[src/rtl/lcd_frame_writer_if.sv]
// PPU-side pixel stream and frame-buffer write port of the LCD frame writer.
// The slave modport is the writer; the master modport is whatever drives the pixel stream.
interface lcd_frame_writer_if;
  logic [1:0]  pixel_in;
  logic        pixel_valid_in;
  logic        hblank_in;
  logic        vblank_in;
  logic        lcd_on_in;
  logic [15:0] wr_addr_out;
  logic [1:0]  wr_data_out;
  logic        wr_en_out;
  logic        disp_bank_out;
  logic        frame_done_out;
  logic        error_out;
  logic [7:0]  x_out;
  logic [7:0]  y_out;

  modport master (
    output pixel_in, pixel_valid_in, hblank_in, vblank_in, lcd_on_in,
    input  wr_addr_out, wr_data_out, wr_en_out, disp_bank_out, frame_done_out, error_out,
    input  x_out, y_out
  );

  modport slave (
    input  pixel_in, pixel_valid_in, hblank_in, vblank_in, lcd_on_in,
    output wr_addr_out, wr_data_out, wr_en_out, disp_bank_out, frame_done_out, error_out,
    output x_out, y_out
  );
endinterface

[src/rtl/lcd_frame_writer.sv]
// Writes the PPU pixel stream into the back bank of a double-buffered frame store,
// swapping banks at VBlank and zero-filling the back bank when the LCD is switched off.
module lcd_frame_writer #(
  parameter int unsigned LCD_W     = 160,
  parameter int unsigned LCD_H     = 144,
  parameter int unsigned BANK_SIZE = LCD_W * LCD_H
) (
  input logic               clk_in,
  input logic               rst_in,
  lcd_frame_writer_if.slave bus
);

  localparam logic [7:0]  XEnd     = 8'(LCD_W);
  localparam logic [7:0]  YEnd     = 8'(LCD_H);
  localparam logic [15:0] LineStep = 16'(LCD_W);
  localparam logic [15:0] BankBase = 16'(BANK_SIZE);
  localparam logic [15:0] ClrLast  = 16'(BANK_SIZE - 1);

  typedef enum logic [2:0] {StSync, StDraw, StHbl, StVbl, StClear, StOff} state_e;

  state_e      state_q, state_d;
  logic [7:0]  x_q, x_d, y_q, y_d;
  logic [15:0] line_base_q, line_base_d;
  logic [15:0] clr_cnt_q, clr_cnt_d;
  logic        hblank_q, vblank_q, lcd_on_q;
  logic        wr_en_q, wr_en_d;
  logic [15:0] wr_addr_q, wr_addr_d;
  logic [1:0]  wr_data_q, wr_data_d;
  logic        disp_bank_q, disp_bank_d;
  logic        frame_done_q, frame_done_d;
  logic        error_q, error_d;

  logic        hb_rise, hb_fall, vb_rise, vb_fall, lcd_fall, swap;
  logic [15:0] back_base;

  assign hb_rise   = bus.hblank_in & ~hblank_q;
  assign hb_fall   = ~bus.hblank_in & hblank_q;
  assign vb_rise   = bus.vblank_in & ~vblank_q;
  assign vb_fall   = ~bus.vblank_in & vblank_q;
  assign lcd_fall  = ~bus.lcd_on_in & lcd_on_q;
  assign back_base = disp_bank_q ? 16'd0 : BankBase;

  always_comb begin
    state_d      = state_q;
    x_d          = x_q;
    y_d          = y_q;
    line_base_d  = line_base_q;
    clr_cnt_d    = clr_cnt_q;
    wr_en_d      = 1'b0;
    wr_addr_d    = wr_addr_q;
    wr_data_d    = wr_data_q;
    disp_bank_d  = disp_bank_q;
    frame_done_d = 1'b0;
    error_d      = error_q;
    swap         = 1'b0;

    if (lcd_fall) begin
      state_d   = StClear;
      clr_cnt_d = 16'd0;
    end else begin
      unique case (state_q)
        StSync, StVbl: begin
          if (state_q == StVbl && bus.pixel_valid_in) error_d = 1'b1;
          if (vb_fall) begin
            state_d     = StDraw;
            x_d         = 8'd0;
            y_d         = 8'd0;
            line_base_d = 16'd0;
          end
        end
        StDraw: begin
          if (bus.pixel_valid_in) begin
            if (x_q < XEnd) begin
              wr_en_d   = 1'b1;
              wr_addr_d = back_base + line_base_q + {8'd0, x_q};
              wr_data_d = bus.pixel_in;
              x_d       = x_q + 8'd1;
            end else begin
              error_d = 1'b1;
            end
          end
          if (vb_rise) begin
            if (y_q != YEnd) error_d = 1'b1;
            swap    = 1'b1;
            state_d = StVbl;
          end else if (hb_rise) begin
            // x_d already includes a pixel arriving on the same cycle as the edge
            if (x_d != XEnd) error_d = 1'b1;
            x_d         = 8'd0;
            y_d         = (y_q < YEnd) ? y_q + 8'd1 : y_q;
            line_base_d = line_base_q + LineStep;
            state_d     = StHbl;
          end
        end
        StHbl: begin
          if (bus.pixel_valid_in) error_d = 1'b1;
          if (vb_rise) begin
            if (y_q != YEnd) error_d = 1'b1;
            swap    = 1'b1;
            state_d = StVbl;
          end else if (hb_fall && y_q < YEnd) begin
            state_d = StDraw;
          end
        end
        StClear: begin
          wr_en_d   = 1'b1;
          wr_addr_d = back_base + clr_cnt_q;
          wr_data_d = 2'd0;
          if (clr_cnt_q == ClrLast) begin
            swap    = 1'b1;
            state_d = bus.lcd_on_in ? StSync : StOff;
          end else begin
            clr_cnt_d = clr_cnt_q + 16'd1;
          end
        end
        StOff: begin
          if (bus.lcd_on_in) state_d = StSync;
        end
        default: state_d = StSync;
      endcase
    end

    if (swap) begin
      disp_bank_d  = ~disp_bank_q;
      frame_done_d = 1'b1;
    end
  end

  always_ff @(posedge clk_in or posedge rst_in) begin
    if (rst_in) begin
      state_q      <= StSync;
      x_q          <= 8'd0;
      y_q          <= 8'd0;
      line_base_q  <= 16'd0;
      clr_cnt_q    <= 16'd0;
      hblank_q     <= 1'b0;
      vblank_q     <= 1'b0;
      lcd_on_q     <= 1'b0;
      wr_en_q      <= 1'b0;
      wr_addr_q    <= 16'd0;
      wr_data_q    <= 2'd0;
      disp_bank_q  <= 1'b0;
      frame_done_q <= 1'b0;
      error_q      <= 1'b0;
    end else begin
      state_q      <= state_d;
      x_q          <= x_d;
      y_q          <= y_d;
      line_base_q  <= line_base_d;
      clr_cnt_q    <= clr_cnt_d;
      hblank_q     <= bus.hblank_in;
      vblank_q     <= bus.vblank_in;
      lcd_on_q     <= bus.lcd_on_in;
      wr_en_q      <= wr_en_d;
      wr_addr_q    <= wr_addr_d;
      wr_data_q    <= wr_data_d;
      disp_bank_q  <= disp_bank_d;
      frame_done_q <= frame_done_d;
      error_q      <= error_d;
    end
  end

  assign bus.wr_en_out      = wr_en_q;
  assign bus.wr_addr_out    = wr_addr_q;
  assign bus.wr_data_out    = wr_data_q;
  assign bus.disp_bank_out  = disp_bank_q;
  assign bus.frame_done_out = frame_done_q;
  assign bus.error_out      = error_q;
  assign bus.x_out          = x_q;
  assign bus.y_out          = y_q;

endmodule

[src/flat_wrapper.sv]
// flat-port wrapper written by rule: the top's interface ports become plain ports
module lcd_frame_writer_flat 
#(
  parameter int unsigned LCD_W     = 160,
  parameter int unsigned LCD_H     = 144,
  parameter int unsigned BANK_SIZE = LCD_W * LCD_H
)
  (clk_in, rst_in, bus_pixel_in, bus_pixel_valid_in, bus_hblank_in, bus_vblank_in, bus_lcd_on_in, bus_wr_addr_out, bus_wr_data_out, bus_wr_en_out, bus_disp_bank_out, bus_frame_done_out, bus_error_out, bus_x_out, bus_y_out);
  lcd_frame_writer_if bus_i ();
  input logic clk_in;
  input logic rst_in;
  input wire logic [$bits(bus_i.pixel_in)-1:0] bus_pixel_in;
  input wire logic [$bits(bus_i.pixel_valid_in)-1:0] bus_pixel_valid_in;
  input wire logic [$bits(bus_i.hblank_in)-1:0] bus_hblank_in;
  input wire logic [$bits(bus_i.vblank_in)-1:0] bus_vblank_in;
  input wire logic [$bits(bus_i.lcd_on_in)-1:0] bus_lcd_on_in;
  output wire logic [$bits(bus_i.wr_addr_out)-1:0] bus_wr_addr_out;
  output wire logic [$bits(bus_i.wr_data_out)-1:0] bus_wr_data_out;
  output wire logic [$bits(bus_i.wr_en_out)-1:0] bus_wr_en_out;
  output wire logic [$bits(bus_i.disp_bank_out)-1:0] bus_disp_bank_out;
  output wire logic [$bits(bus_i.frame_done_out)-1:0] bus_frame_done_out;
  output wire logic [$bits(bus_i.error_out)-1:0] bus_error_out;
  output wire logic [$bits(bus_i.x_out)-1:0] bus_x_out;
  output wire logic [$bits(bus_i.y_out)-1:0] bus_y_out;
  assign bus_i.pixel_in = bus_pixel_in;
  assign bus_i.pixel_valid_in = bus_pixel_valid_in;
  assign bus_i.hblank_in = bus_hblank_in;
  assign bus_i.vblank_in = bus_vblank_in;
  assign bus_i.lcd_on_in = bus_lcd_on_in;
  assign bus_wr_addr_out = bus_i.wr_addr_out;
  assign bus_wr_data_out = bus_i.wr_data_out;
  assign bus_wr_en_out = bus_i.wr_en_out;
  assign bus_disp_bank_out = bus_i.disp_bank_out;
  assign bus_frame_done_out = bus_i.frame_done_out;
  assign bus_error_out = bus_i.error_out;
  assign bus_x_out = bus_i.x_out;
  assign bus_y_out = bus_i.y_out;
  lcd_frame_writer #(.LCD_W(LCD_W), .LCD_H(LCD_H), .BANK_SIZE(BANK_SIZE)) u_core (.clk_in(clk_in), .rst_in(rst_in), .bus(bus_i));
endmodule
[config.mk]
export PLATFORM = sky130hd
export DESIGN_NAME = lcd_frame_writer_flat
export DESIGN_NICKNAME = d
export VERILOG_FILES = /design/src/rtl/lcd_frame_writer_if.sv /design/src/rtl/lcd_frame_writer.sv /design/src/flat_wrapper.sv
export SDC_FILE = /design/constraint.sdc
export NUM_CORES = 1
export LEC_CHECK = 0
export ABC_AREA = 0
export BUFFER_PORTS_ARGS = -buffer_cell sky130_fd_sc_hd__buf_2
export CAP_MARGIN = 10
export CORE_ASPECT_RATIO = 1.5
export CORE_MARGIN = 5
export CORE_UTILIZATION = 45
export DETAILED_ROUTE_END_ITERATION = 8
export SETUP_SLACK_MARGIN = 0.02
export SYNTH_ARGS = -nofsm -noshare
export SYNTH_HDL_FRONTEND = slang
export SYNTH_SLANG_ARGS = --single-unit
[constraint.sdc]
create_clock -name clk_in -period 5.2 [get_ports clk_in]
set_clock_uncertainty 0.15 [all_clocks]
set_input_delay 1.04 -clock clk_in [delete_from_list [all_inputs] [get_ports clk_in]]
set_output_delay 1.04 -clock clk_in [all_outputs]
set_load 0.005 [all_outputs]
==> results.md, run 1 <==
- R2R Setup Slk: 2.19 ns
- Most common cell after layout, fill and taps aside: dfrtp_1
- Reg-to-reg startpoint: u_core.state_q[0]
- Met2 usage: 33.79%
- Dpl hpwl: 8.170 mm
- Mean Syn Cell Area: 8.786 um2
- Worst Setup SP: u_core.state_q[0]
- CP max-delay cell: inv_1
- Clk slew on worst S/H paths: 0.06 ns
- Top FF cell, synth: dfrtp_1
- Worst setup EP type: flip-flop
- RD Place Congestion: 0.8509
- Layout cells sized above 1: 14.94%
- Leak Pwr: 0.002179 uW
- Fillers: 900
- Peak fanout along the critical path: 22
- Tcrit/Tclk final: 57.86%
- FF-to-FF path depth: 6
- First-pass GRT wire length: 19.20 mm
- Root buf cell: clkbuf_16
- Status: completed
- Die area: 11,920 um2
- Slew Limit Fails: 0
- CP startpoint kind: flip-flop
- Crit path cell chain: or3b_4, nor3_2, o21ai_1, inv_1, o311ai_0, o21a_1
- Commonest non-fill, non-tap cells in the layout: 71 x dfrtp_1, 66 x nand2_1, 45 x nor2_1, 45 x buf_2, 33 x o21ai_0
- Area Overhead vs Synth: 13.99%
- Max incr delay on CP: 0.61 ns
- Routed WL per cell: 17.05 um
- Total track usage: 19.52%
- Iter 0 DRT Violations: 195
- Vias in the first global route: 3,924
- Critical Path AT: 3.08 ns
- CTS tree: yes
- Cells after Synth: 502
- PwrDens: 436.8 nW/um2
- Vias: 3,880
- WS Path Type: reg2reg
- Cts repair resizes: 0
- Worst EP required: 5.27 ns
- Clock latency at the later pin of the worst-skew pair: 0.33 ns
- Async set-reset flop share out of synthesis: 100.0%
- First-pass detailed-route iteration total: 4
- Vert. Die Dim: 131.3 um
- Max-cap viol count: 0
- Antenna violations before repair: 0
- Starting Density: 45.78%
- Post-CTS repair timing setup buffer count: 0
- Cell area after synthesis: 4410 um2
- Worst hold path type: reg2reg
- Maximum vdd drop: 251.4 uV
- # DRC: 0
- Die Wd: 90.84 um
- Core Area: 9634 um2
- H-tree depth: 3
- TNS Setup: 0 ns
- Max Freq: 0.3323 GHz
- Number of synthesis warnings: 0
- # clock sinks: 71
- RSZ-0062 raised after global routing: no
- Seq/Total Area, Yosys: 40.28%
- Final-report setup violation count: 0
- Hold Buf Count CTS: 0
- PortBufs: 45
- DRT antenna net count: 0
- Total power: 2196 uW
- Worst slew pin tran: 0.8676 ns
- #FFs+latches synth: 71
- Final worst slack: 2.191 ns
- Syn Nets: 527
- Number of buffers created by CTS: 9
- Final hold violations: 0
- Vias per inst: 5.906
- Pre-CTS setup slack: 1.888 ns
- Nets: 563
- Grt total ovfl: 0
- EDFF count, synth: 0
- Largest net degree at the start of global routing: 41
- Clk buf depth: 2
- Most Crowded Layer GR: met2
- Final critical-path required period: 3.009 ns
- CP endpoint: u_core.bus.wr_addr_out[12]
- Synth cell types: 64
- Slew HR: 41.95%
- I/O pin count: 46
- Number of antenna diodes: 0
- Cell Rows: 44
- Met1 Usage GRT: 23.63%
- WL final: 11.20 mm
- Met3 Use GR: 3.547%
- FF-to-FF End: u_core.bus.wr_addr_out[12]
worst min-delay path by stage:
stage | from | endpoint | depth (start not counted) | slack [ns]
floorplan | u_core.bus.error_out | u_core.bus.error_out | 1 | 0.31
global placement | u_core.bus.wr_data_out[1] | u_core.bus.wr_data_out[1] | 2 | 0.30
detailed placement | u_core.bus.wr_data_out[0] | u_core.bus.wr_data_out[0] | 2 | 0.31
CTS | u_core.bus.wr_data_out[0] | u_core.bus.wr_data_out[0] | 2 | 0.33
global route | u_core.bus.error_out | u_core.bus.error_out | 1 | 0.36
finish | u_core.bus.error_out | u_core.bus.error_out | 1 | 0.33
report_power, final:
group / internal (uW) / total (uW) / switching, uW
logic: 302 / 756 / 455
clock network: 429 / 661 / 232
registers: 665 / 779 / 114
cell families after synthesis:
logic type               after synthesis  share of synthesized area, %
AND/OR/NAND/NOR                      218                         25.48
multiplexers                           3                        0.6809
flip-flops                            71                         40.28
AO/OA/AOI/OAI                        121                         18.89
adder cells (fa/ha/maj)               17                         4.823
buffers and inverters                 41                         3.688
XOR/XNOR                              31                         6.156
metal layers:
layer | part of all wire (%) | vias up
li1 | - | 1903
met5 | 0 | -
met1 | 42 | 1879
met4 | 2.0 | 0
met3 | 3.8 | 17
met2 | 52 | 81
flip-flops by register name, indices dropped and copies added (netlist names), 2 cells and up:
name and flops:
u_core.bus.y_out 8, u_core.bus.wr_addr_out 16, u_core.line_base_q 11, u_core.clr_cnt_q 16, u_core.state_q 3, u_core.bus.x_out 8
u_core.bus.wr_data_out 2
per-stage QoR:
| stage | hold slack (ns) | std cells | instance area, um2 | util, % |
|---|---|---|---|---|
| finish | 0.3257 | 657 | 5027 | 52.18 |
| global route | 0.3610 | 657 | 5027 | 52.18 |
| CTS | 0.3257 | 657 | 5027 | 52.18 |
| detailed placement | 0.3078 | 642 | 4715 | 48.94 |
| global placement | 0.3008 | 642 | 4715 | 48.94 |
| floorplan | 0.3109 | 502 | 4410 | - |
cell type report:
| class | count | area [um2] | share of cell area (%) |
|---|---|---|---|
| Clock buffer | 11 | 242.7 | 4.828 |
| Clock inverter | 4 | 70.07 | 1.394 |
| Inverter | 16 | 60.06 | 1.195 |
| Multi-Input combinational cell | 390 | 2471 | 49.15 |
| Sequential cell | 71 | 1777 | 35.34 |
| Tap cell | 115 | 143.9 | 2.862 |
| Timing Repair Buffer | 50 | 262.8 | 5.226 |
worst max-delay path, delay by kind of cell, from the launching register on:
family	cells	cell delay, ns
AO/OA/AOI/OAI	3	0.77
buffers and inverters	1	0.61
flip-flops	1	0.58
AND/OR/NAND/NOR	2	0.78
cells in the mapped netlist, drive strengths merged (7+ instances only):
| master | n | share of area, % |
|---|---|---|
| a21oi | 22 | 2.8 |
| a31oi | 12 | 1.7 |
| clkbuf | 20 | 1.7 |
| dfrtp | 71 | 40 |
| ha | 17 | 4.8 |
| inv | 16 | 1.4 |
| nand2 | 66 | 5.6 |
| nand3 | 22 | 2.5 |
| nand4 | 14 | 2.1 |
| nor2 | 45 | 3.8 |
| nor3 | 15 | 1.8 |
| nor4 | 7 | 1.1 |
| o21ai | 35 | 4.0 |
| o31ai | 7 | 1.2 |
| xnor2 | 25 | 5.0 |
No activity file was read; power rests on OpenSTA's default activity.
==> run 2, diff against run 1 <==
Settings changed: PLACE_DENSITY set to 0.66.
Clock period 5.2 ns to 2.54 ns, I/O delays scaled along.
==> run 2 against run 1 <==
Effect of this change:
- sequential power is 100% higher
- die area stayed put
- wire length is 3.5% higher
- non-clock buffer count is 22 higher
- worst setup slack worse by 2.0 ns
- critical path depth stayed put
- clock-buffer cell count is 1 lower
- largest cell class unchanged
- highest routed layer unchanged
==> results.md, run 2 (synthesized netlist as in run 1, its figures left out) <==
- Reg-to-reg startpoint: u_core.state_q[0]
- Clk buf depth: 2 (unchanged)
- DP Area: 4892 um2 (+3.8%)
- Peak fanout along the critical path: 14 (-36%)
- Vias per inst: 5.934 (+0.48%)
- First-pass GRT wire length: 19.87 mm (+3.5%)
- Root buf cell: clkbuf_16
- H-tree depth: 3 (unchanged)
- CTS tree: yes
- Starting Density: 45.78% (unchanged)
- PortBufs: 45 (unchanged)
- Layout cells sized above 1: 18.58% (+3.6 points)
- Number of buffers created by CTS: 9 (unchanged)
- Max Freq: 0.4281 GHz (+29%)
- Commonest non-fill, non-tap cells in the layout: 70 x dfrtp_1, 66 x nand2_1, 45 x nor2_1, 45 x buf_2, 33 x o21ai_0
- Area Overhead vs Synth: 18.61%
- CP startpoint kind: flip-flop
- Worst hold path type: in2async
- Hold Buf Count CTS: 0 (unchanged)
- Pre-CTS setup slack: 0.08716 ns (-1.801 ns)
- Final critical-path required period: 2.336 ns (-0.6730 ns)
- WS Path Type: reg2reg
- Leak Pwr: 0.002303 uW (+5.7%)
- DRT antenna net count: 0 (unchanged)
- Most common cell after layout, fill and taps aside: dfrtp_1
- Final hold violations: 0 (unchanged)
- Iter 0 DRT Violations: 245 (+26%)
- First-pass detailed-route iteration total: 4 (unchanged)
- Max-cap viol count: 0 (unchanged)
- Vias in the first global route: 4,075 (+3.8%)
- Die Wd: 90.84 um (unchanged)
- Slew Limit Fails: 0 (unchanged)
- Fillers: 870 (-3.3%)
- RSZ-0062 raised after global routing: no
- Clock latency at the later pin of the worst-skew pair: 0.34 ns (about the same)
- Design Area, Final: 5231 um2 (+4.1%)
- Slew HR: 58.01% (+16 points)
- Maximum vdd drop: 509.7 uV (+100%)
- Worst setup EP type: flip-flop
- Tcrit/Tclk final: 91.97% (+34 points)
- Critical Path AT: 2.36 ns (-0.72 ns)
- TNS Setup: 0 ns (unchanged)
- # DRC: 0 (unchanged)
- Number of antenna diodes: 0 (unchanged)
- Final-report setup violation count: 0 (unchanged)
- Total track usage: 20.16% (+0.64 points)
- Final worst slack: 0.2041 ns (-1.987 ns)
- Grt total ovfl: 0 (unchanged)
- Core Area: 9634 um2 (unchanged)
- Cell Rows: 44 (unchanged)
- Routed WL per cell: 17.05 um (about the same)
- PwrDens: 903.5 nW/um2 (+110%)
- I/O pin count: 46 (unchanged)
- RD Place Congestion: 0.9189 (+8.0%)
- Die area: 11,920 um2 (unchanged)
- Worst slew pin tran: 0.6245 ns (-0.2431 ns)
- Total power: 4726 uW (+120%)
- Cts repair resizes: 0 (unchanged)
- Antenna violations before repair: 0 (unchanged)
- Nets: 585 (+3.9%)
- WL final: 11.60 mm (+3.5%)
- Dpl hpwl: 8.700 mm (+6.5%)
- Largest net degree at the start of global routing: 28 (-32%)
- Worst EP required: 2.56 ns (-2.71 ns)
- Post-CTS repair timing setup buffer count: 0 (unchanged)
- # clock sinks: 71 (unchanged)
- Worst Setup SP: u_core.state_q[0]
- Fin util: 54.30% (+2.1 points)
- Vias: 4,035 (+4.0%)
- Vert. Die Dim: 131.3 um (unchanged)
- Status: completed
- Clk slew on worst S/H paths: 0.06 ns (about the same)
==> run 2: cell types whose count changed in the layout (fill, tap and decap cells not counted) <==
cell       delta
clkbuf_8      -1
clkinv_4      +1
bufinv_16     +1
dfrtp_2       +1
buf_4        +21
dfrtp_1       -1
buf_12        +1
==> run 2: area by class of cell <==
type / instances / area [um2] / share of cell area (%)
Inverter: 16 / 60.06 / 1.148
Clock inverter: 6 / 108.9 / 2.081
Clock buffer: 10 / 229.0 / 4.377
Timing Repair Buffer: 72 / 440.4 / 8.419
Multi-Input combinational cell: 390 / 2471 / 47.24
Tap cell: 115 / 143.9 / 2.751
Sequential cell: 71 / 1778 / 33.99
==> run 2: final timing paths <==
check / to / slack, ns / cells past startpoint
max: u_core.bus.x_out[6] / 0.20 / 6
min: u_core.bus.wr_addr_out[4] / 0.03 / 2
max reg2reg: u_core.bus.x_out[6] / 0.20 / 6
min reg2reg: u_core.bus.error_out / 0.33 / 1
max in group asynchronous: u_core.bus.x_out[6] / 1.60 / 3
min in group clk_in: u_core.vblank_q / 0.17 / 1
==> run 2: where the power goes <==
| group | switching, uW | internal (uW) |
|---|---|---|
| Sequential | 212 | 1360 |
| Combinational | 990 | 713 |
| Clock | 492 | 958 |
| Total | 1690 | 3030 |
==> run 2: worst max-delay path: stages (launching register included) <==
cell and delay [ns]:
dfrtp_2 0.48, xnor2_1 0.22, a2111oi_2 0.32, buf_4 0.25, nand2_1 0.09, buf_4 0.15
o41ai_1 0.50
==> run 2: metrics by stage <==
stage | cells | hold WS (ns)
after floorplan | 502 | 0.3109
after global placement | 664 | 0.2997
after detailed placement | 664 | 0.3102
after CTS | 680 | 0.04616
after global routing | 680 | 0.08300
final | 680 | 0.03231
==> run 2: layer usage <==
layer  part of all wire [%]  GRT usage [%]
met5                      0              0
met4                    3.1          9.217
met3                    4.3          4.405
met2                     53          34.52
met1                     40          23.93
